**src/rtl/win_pkg.sv**
```systemverilog
// Shared window definitions: tap indices and output-grid / coordinate sizing helpers
// used by the window generator, the convolution engine and the result writer.
package win_pkg;

    localparam int TAP11 = 0;
    localparam int TAP12 = 1;
    localparam int TAP13 = 2;
    localparam int TAP21 = 3;
    localparam int TAP22 = 4;
    localparam int TAP23 = 5;
    localparam int TAP31 = 6;
    localparam int TAP32 = 7;
    localparam int TAP33 = 8;

    function automatic int out_dim(input int size, input int stride);
        return (size - 3) / stride + 1;
    endfunction

    function automatic int coord_w(input int w, input int h);
        return $clog2((w > h) ? w : h);
    endfunction

endpackage

```
**src/rtl/line_buffer2.sv**
```systemverilog
// Two-row pixel history addressed by column: row1 is row r-1, row2 is row r-2.
// Combinational read, one write per accepted pixel; no flow control of its own.
module line_buffer2 #(
    parameter int N     = 8,
    parameter int DEPTH = 32,
    parameter int AW    = $clog2(DEPTH)
) (
    input  logic          clk,
    input  logic          wr_en,
    input  logic [AW-1:0] addr,
    input  logic [N-1:0]  wr_dat,
    output logic [N-1:0]  row1,
    output logic [N-1:0]  row2
);

    logic [N-1:0] mem_a [DEPTH];
    logic [N-1:0] mem_b [DEPTH];

    assign row1 = mem_a[addr];
    assign row2 = mem_b[addr];

    // Contents age by one row per write: the older row drops into mem_b.
    always_ff @(posedge clk) begin
        if (wr_en) begin
            mem_b[addr] <= mem_a[addr];
            mem_a[addr] <= wr_dat;
        end
    end

endmodule

```
**src/rtl/window3x3_stream.sv**
```systemverilog
// Raster pixel stream in, 3x3 windows with output coordinates out, one cycle after the completing pixel.
// A pixel is taken only when the output slot is free or being drained, so a stalled consumer stalls the input.
module window3x3_stream
    import win_pkg::*;
#(
    parameter int N      = 8,
    parameter int IMG_W  = 32,
    parameter int IMG_H  = 32,
    parameter int STRIDE = 1,
    parameter int CW     = coord_w(IMG_W, IMG_H)
) (
    input  logic            clk,
    input  logic            rst_n,
    input  logic            start,
    input  logic            in_valid,
    output logic            in_ready,
    input  logic [N-1:0]    in_pixel,
    output logic            out_valid,
    input  logic            out_ready,
    output logic [9*N-1:0]  out_window,
    output logic [CW-1:0]   out_col,
    output logic [CW-1:0]   out_row,
    output logic            busy,
    output logic            frame_done
);

    localparam logic [1:0] S_IDLE  = 2'd0;
    localparam logic [1:0] S_RUN   = 2'd1;
    localparam logic [1:0] S_FLUSH = 2'd2;
    localparam logic [1:0] S_DONE  = 2'd3;

    localparam int AW = $clog2(IMG_W);
    localparam logic [CW-1:0] C_LAST = CW'(IMG_W - 1);
    localparam logic [CW-1:0] R_LAST = CW'(IMG_H - 1);
    localparam logic [CW-1:0] TWO    = CW'(2);

    logic [1:0]          state;
    logic [CW-1:0]       r;
    logic [CW-1:0]       c;
    logic [CW-1:0]       rm2;
    logic [CW-1:0]       cm2;
    logic [8:0][N-1:0]   win_q;
    logic [8:0][N-1:0]   win_nxt;
    logic [N-1:0]        lb_row1;
    logic [N-1:0]        lb_row2;
    logic                accept;
    logic                last_px;
    logic                on_grid;
    logic                emit;

    assign in_ready   = (state == S_RUN) && (!out_valid || out_ready);
    assign accept     = in_valid && in_ready;
    assign busy       = (state != S_IDLE);
    assign frame_done = (state == S_DONE);
    assign last_px    = (r == R_LAST) && (c == C_LAST);

    assign rm2 = r - TWO;
    assign cm2 = c - TWO;
    // With stride 2 only even offsets from the first full window land on the grid.
    assign on_grid = (STRIDE == 1) || (!rm2[0] && !cm2[0]);
    assign emit    = accept && (r >= TWO) && (c >= TWO) && on_grid;

    line_buffer2 #(
        .N     (N),
        .DEPTH (IMG_W),
        .AW    (AW)
    ) u_lb (
        .clk    (clk),
        .wr_en  (accept),
        .addr   (c[AW-1:0]),
        .wr_dat (in_pixel),
        .row1   (lb_row1),
        .row2   (lb_row2)
    );

    always_comb begin
        win_nxt = win_q;
        for (int i = 0; i < 3; i++) begin
            win_nxt[3*i]     = win_q[3*i + 1];
            win_nxt[3*i + 1] = win_q[3*i + 2];
        end
        win_nxt[TAP13] = lb_row2;
        win_nxt[TAP23] = lb_row1;
        win_nxt[TAP33] = in_pixel;
    end

    always_ff @(posedge clk or negedge rst_n) begin
        if (!rst_n) begin
            state <= S_IDLE;
            r     <= '0;
            c     <= '0;
        end else begin
            case (state)
                S_IDLE: begin
                    if (start) begin
                        state <= S_RUN;
                        r     <= '0;
                        c     <= '0;
                    end
                end
                S_RUN: begin
                    if (accept) begin
                        if (c == C_LAST) begin
                            c <= '0;
                            r <= r + CW'(1);
                        end else begin
                            c <= c + CW'(1);
                        end
                        if (last_px) state <= S_FLUSH;
                    end
                end
                S_FLUSH: begin
                    if (!out_valid || out_ready) state <= S_DONE;
                end
                default: state <= S_IDLE;
            endcase
        end
    end

    always_ff @(posedge clk or negedge rst_n) begin
        if (!rst_n) begin
            win_q      <= '0;
            out_valid  <= 1'b0;
            out_window <= '0;
            out_col    <= '0;
            out_row    <= '0;
        end else begin
            if (accept) win_q <= win_nxt;
            if (emit) begin
                out_valid  <= 1'b1;
                out_window <= win_nxt;
                out_col    <= (STRIDE == 2) ? (cm2 >> 1) : cm2;
                out_row    <= (STRIDE == 2) ? (rm2 >> 1) : rm2;
            end else if (out_valid && out_ready) begin
                out_valid <= 1'b0;
            end
        end
    end

endmodule

```
**config.mk**
```make
export PLATFORM = sky130hd
export DESIGN_NAME = window3x3_stream
export DESIGN_NICKNAME = d
export VERILOG_FILES = /design/src/rtl/win_pkg.sv /design/src/rtl/line_buffer2.sv /design/src/rtl/window3x3_stream.sv
export SDC_FILE = /design/constraint.sdc
export NUM_CORES = 1
export LEC_CHECK = 0
export BUFFER_PORTS_ARGS = -buffer_cell sky130_fd_sc_hd__buf_2
export CORE_UTILIZATION = 25
export DETAILED_ROUTE_END_ITERATION = 10
export PLACE_DENSITY = 0.48
export SLEW_MARGIN = 20
export SYNTH_ARGS = -nofsm -noshare
export SYNTH_HDL_FRONTEND = slang
export SYNTH_SLANG_ARGS = --single-unit
export TNS_END_PERCENT = 50
```
**constraint.sdc**
```tcl
create_clock -name clk -period 8.1 [get_ports clk]
set_input_delay 0.81 -clock clk [delete_from_list [all_inputs] [get_ports clk]]
set_output_delay 0.81 -clock clk [all_outputs]
set_load 0.005 [all_outputs]
```
Word level (Yosys, flattened, before mapping):

Memory sizes are Yosys's and may differ from the RTL's.
Index checks and enable logic that the tools add are counted.

* flip-flop bits (word level): 143
* word-level logic and storage cells: 62
* input bits: 13
* memory bits (writable): 512
* memories kept: 2

* reductions and logical operators: 15
* order comparisons: 2
* mux-type cells: 16
* eq/ne operators: 10
* add/subtract/negate cells: 4

Memories
* u_lb.mem_a: depth 32, bits a word 8, read ports 1, clocked after memory_dff 0, write ports 1, RTL line line_buffer2.sv:16 `logic [N-1:0] mem_a [DEPTH];`
* u_lb.mem_b: depth 32, bits a word 8, read ports 1, clocked after memory_dff 0, write ports 1, RTL line line_buffer2.sv:17 `logic [N-1:0] mem_b [DEPTH];`

Operators with widths (number)
* 5-bit two-way mux: 5
* 5-bit case mux with 2 select lines: 2
* 5-bit by 1-bit adder with 5-bit output, second input constant: 2
* 5-bit equality test, second input constant: 2
* 5-bit by 2-bit >= comparator with 1-bit output, second input constant: 2
* 5-bit by 2-bit subtractor with 5-bit output, second input constant: 2
* 2-bit two-way mux: 4
* 2-bit != test, second input constant: 4
* 4-bit AND reduction: 2
* 1-bit logical AND: 6
* 2-bit case mux with 3 select lines: 1
* 2-bit nonzero test: 3
* 2-bit equality test, second input constant: 2
* 1-bit two-way mux: 4
* 3-bit AND reduction: 1
* 2-bit by 1-bit equality test with 1-bit output, second input constant: 1
* 2-bit logical NOT: 1
* 2-bit by 1-bit != test with 1-bit output, second input constant: 1
* 1-bit logical NOT: 1
* 1-bit logical OR: 1

Logic depth before layout (Yosys ltp):

* depth after elaboration: 7
* gate-level depth with buffers: 10

Modules after synthesis:

Synthesis repeated with hierarchy kept, for this count alone.

* cell total of the unflattened synthesis: 1556
* area, all modules: 25891.1 µm²

Modules (own cells, without submodules)
* line_buffer2: cells an instance 1070, times used 1, area an instance 19736.4 µm²
* window3x3_stream: cells an instance 486, times used 1, area an instance 6154.7 µm²

Worst setup path after synthesis:

OpenSTA, ideal clock, no wires.

* kind: input to register
* start: input out_ready
* end: memory u_lb.mem_a[10][0] (enable)
* stages on the path: 6
* required time: 7.712 ns
* slack: 5.195 ns
* data arrival time: 2.516 ns
* cells stage by stage: nand2b_1 > and3_1 > buf_2 > buf_1 > nand2_1 > nor2_1

* longest elaborated chain between the ends: 5

RTL lines
* start, declared: RTL line window3x3_stream.sv:19 `input logic out_ready,`
* 1-bit logical OR: RTL line window3x3_stream.sv:51 `assign in_ready = (state == S_RUN) && (!out_valid || out_ready);`
* 1-bit logical AND: RTL line window3x3_stream.sv:51
* 1-bit logical AND: RTL line window3x3_stream.sv:52 `assign accept = in_valid && in_ready;`
* 1-bit two-way mux: RTL line line_buffer2.sv:24 `if (wr_en) begin`
* 1-bit two-way mux (implied by the code): RTL line line_buffer2.sv:26 `mem_a[addr] <= wr_dat;`
* end, declared: RTL line line_buffer2.sv:16

Every way passes these cells.

Final worst setup path:

* start: register c[1]
* end: register out_window[46]

* elaborated cells between the ends (all ways): 3
* those cells by class: 1 x order compare; 1 x reduce/logical; 1 x memory

RTL lines
* start, declared: RTL line window3x3_stream.sv:39 `logic [CW-1:0] c;`
* start signal, assigned: RTL line window3x3_stream.sv:107 `c <= c + CW'(1);`
* memory 32 x 8 bit
* via lb_row1[6]: RTL line window3x3_stream.sv:44 `logic [N-1:0] lb_row1;`
* end signal, assigned: RTL line window3x3_stream.sv:131 `out_window <= win_nxt;`
* end, declared: RTL line window3x3_stream.sv:20 `output logic [9*N-1:0] out_window,`

The timed path passes the listed nets, and every way through them passes these cells.
A chain may end at the register's enable or synchronous reset.

==> summary.txt <==
Layout
  • Commonest non-fill, non-tap cell in the layout: edfxtp_1
  • Final Non-Filler Cells: 3091
  • Area grow syn2layout: 16.9%
  • Share of cells above drive strength 1: 21.0%
  • Final Net Count: 1700
  • Fill cell count: 10200
  • Most frequent cells in the layout: edfxtp_1, mux2i_1, dfrtp_1, o22ai_1, nand2_1

Yosys
  • Async SR Flop Fraction: 21.8%
  • Flops & latches, synth: 655
  • Ys Warns: 0
  • Share of the synthesized area in the top cell type: 59.8%
  • Leading area contributor after synthesis: edfxtp_1
  • Number of synthesized flops with an enable pin: 512
  • Synth top area cells: edfxtp_1, dfrtp_1, mux2i_1, mux2_2, o22ai_1
  • Top_reg_cell synth: edfxtp_1
  • Avg Inst Size Synth: 16.7 um2
  • Mapped Area: 25700 um2
  • Sequential share of the synthesized area: 73.7%
  • Yosys cell types: 46
  • Mapped Nets: 1571
  • Post-Syn Instances: 1541

Die
  • Die Span Y: 323 um
  • Core Region: 102000 um2
  • Ports: 99
  • Number of cell rows: 117
  • Initial Utilization: 25.2%
  • Die area: 104000 um2
  • Die Wd: 323 um

Power and ir drop
  • Leakage: 10.9 nW
  • P per Cell Area: 374 nW/um2
  • Peak supply drop: 150 uV

Setup path
  • Largest stage delay on the critical path: 0.80 ns
  • Critical Path, Cell by Cell: buf_4 -> buf_4 -> mux2i_1 -> o22ai_1 -> nor4_2 -> nand2_1 -> mux2_2
  • Crit path max fanout: 50
  • Setup CP Type: flip-flop to flip-flop
  • Worst endpoint data arrival time: 5.06 ns
  • Critical path capture point type: flip-flop
  • Crit path top cell by count: buf_4
  • Worst setup SP type: flip-flop
  • Critical path's slowest cell: buf_4
  • WP data required: 8.58 ns

GRT
  • GRT Util Overall: 13.7%
  • Total grt overflow: 0
  • GR met3 Demand/Resource: 2.25%
  • First-pass GRT wire length: 101 mm
  • Grt peak-use layer: met2
  • Initial antenna violation count: 4
  • Vias in the first global route: 13700
  • M1 GR Usage: 17.7%
  • Grt met2 use: 23.2%
  • Largest net degree at the start of global routing: 79

Drt
  • Via-to-Cell Ratio: 4.55
  • Via count: 14100
  • Per-cell routed wire length: 23.3 um
  • Final wirelength: 72.0 mm
  • Detailed-route DRC error count: 0
  • DR pass1 iterations: 7
  • DRT iter0 DRCs: 1071
  • Antenna Nets Post-Route: 0

Placed design
  • Port-buffer cells: 98
  • Placer Congestion: 0.782
  • Dpl hpwl: 42.1 mm
  • Placed insts: 2967

Clocking
  • Clk sink count: 655
  • CTS tree: built
  • Post-CTS Resized: 0
  • Clock latency on the worst-skew pair: 0.61 ns
  • Clock buffer count from CTS: 69
  • H-tree depth: 3
  • Clock Path Buffers: 3
  • Count of hold-fix buffers inserted at cts: 0
  • Clock root buffer: clkbuf_16
  • Post-CTS Setup Bufs: 0
  • Clk slew on worst S/H paths: 0.06 ns

STA
  • Fin Hold WS: 0.262 ns
  • Rel. slew slack: 30.9%
  • Skew final: 0.0228 ns
  • Fmax: 218 MHz
  • Final setup TNS: 0 ns
  • Fin crit share: 56.6%
  • Slew Limit Fails: 0
  • Final Hold Vio Count: 0
  • RSZ-0062 raised after global routing: no
  • Final min period: 4.58 ns
  • Worst Tran Pin Value: 1.04 ns
  • # setup viols final: 0

Worst hold path
  • HP Class: input pin to asynchronous set/reset pin

Outcome
  • Status: completed

Flow run
  • Max-Cap Viols: 0
==> stage by stage <==
stage	utilization (%)	setup WS, ns	instance area (um2)	power, W
final	29.5	3.52	30100	0.0112
after global routing	29.5	3.21	30100	0.0118
after CTS	29.5	3.58	30000	0.0114
after detailed placement	27.3	3.58	27800	0.00819
after global placement	27.3	3.29	27800	0.00810
after floorplan	-	5.20	25700	0.00690
==> power breakdown <==
group	internal, W	switching (W)
sequential	0.00457	0.000360
clock	0.00190	0.00127
combinational	0.00113	0.00200
total	0.00759	0.00363
==> metal layers <==
layer | vias to the layer above | wire [um]
li1 | 6211 | -
met5 | - | 33
met3 | 103 | 4110
met4 | 4 | 2040
met1 | 7292 | 30800
met2 | 459 | 35100
==> synth_stat cells, types with 17 or more instances <==
master,count
nor2_1,57
buf_6,26
buf_2,33
mux2i_1,260
dfrtp_1,143
o22ai_1,126
edfxtp_1,512
mux2_2,71
a31oi_1,18
nor4_1,21
nand2_1,130
ha_1,17
==> worst max-delay path: cells and delay by family, from the launching register on <==
family,cells,cell delay (ns)
compound gates,1,0.11
buf+inv,2,1.59
mux,2,0.81
simple gates,2,1.00
flops,1,0.77
==> cell families after synthesis <==
| family | synth area share (%) |
|---|---|
| compound gates | 4.10 |
| xor+xnor | 0.272 |
| fa+ha+maj | 0.827 |
| buf+inv | 2.62 |
| flops | 73.7 |
| mux | 13.3 |
| simple gates | 5.19 |
==> state kept, by name, summed over array words and instances (netlist names) <==
name	cells
c	5
out_col	5
out_row	5
out_valid	1
out_window	72
r	5
state	2
u_lb.mem_a	256
u_lb.mem_b	256
win_nxt	48
==> final timing paths <==
kind / start / endpoint / slack [ns] / cells after the start
worst max-delay path: c[1]$_DFFE_PN0P_ / out_window[46]$_DFFE_PN0P_ / 3.52 / 7
worst min register to register: win_nxt[29]$_DFFE_PN0P_ / win_nxt[29]$_DFFE_PN0P_ / 0.47 / 2
min in group clk: win_nxt[29]$_DFFE_PN0P_ / win_nxt[29]$_DFFE_PN0P_ / 0.47 / 2
max in group asynchronous: rst_n / out_window[22]$_DFFE_PN0P_ / 6.30 / 2
worst max register to register: c[1]$_DFFE_PN0P_ / out_window[46]$_DFFE_PN0P_ / 3.52 / 7
worst min-delay path: rst_n / out_window[56]$_DFFE_PN0P_ / 0.26 / 1
==> cell type report <==
| type | instances | area (um2) | area share, % |
|---|---|---|---|
| clock inverters | 21 | 275 | 0.916 |
| clock buffers | 102 | 1990 | 6.61 |
| well taps | 1368 | 1710 | 5.69 |
| diodes | 1 | 2.50 | 0.00832 |
| flip-flops and latches | 655 | 19000 | 63.1 |
| inverters | 14 | 52.6 | 0.175 |
| multi-input cells | 785 | 6230 | 20.7 |
| repair buffers | 145 | 850 | 2.83 |
Note: power is estimated with default switching activity, not from simulation.
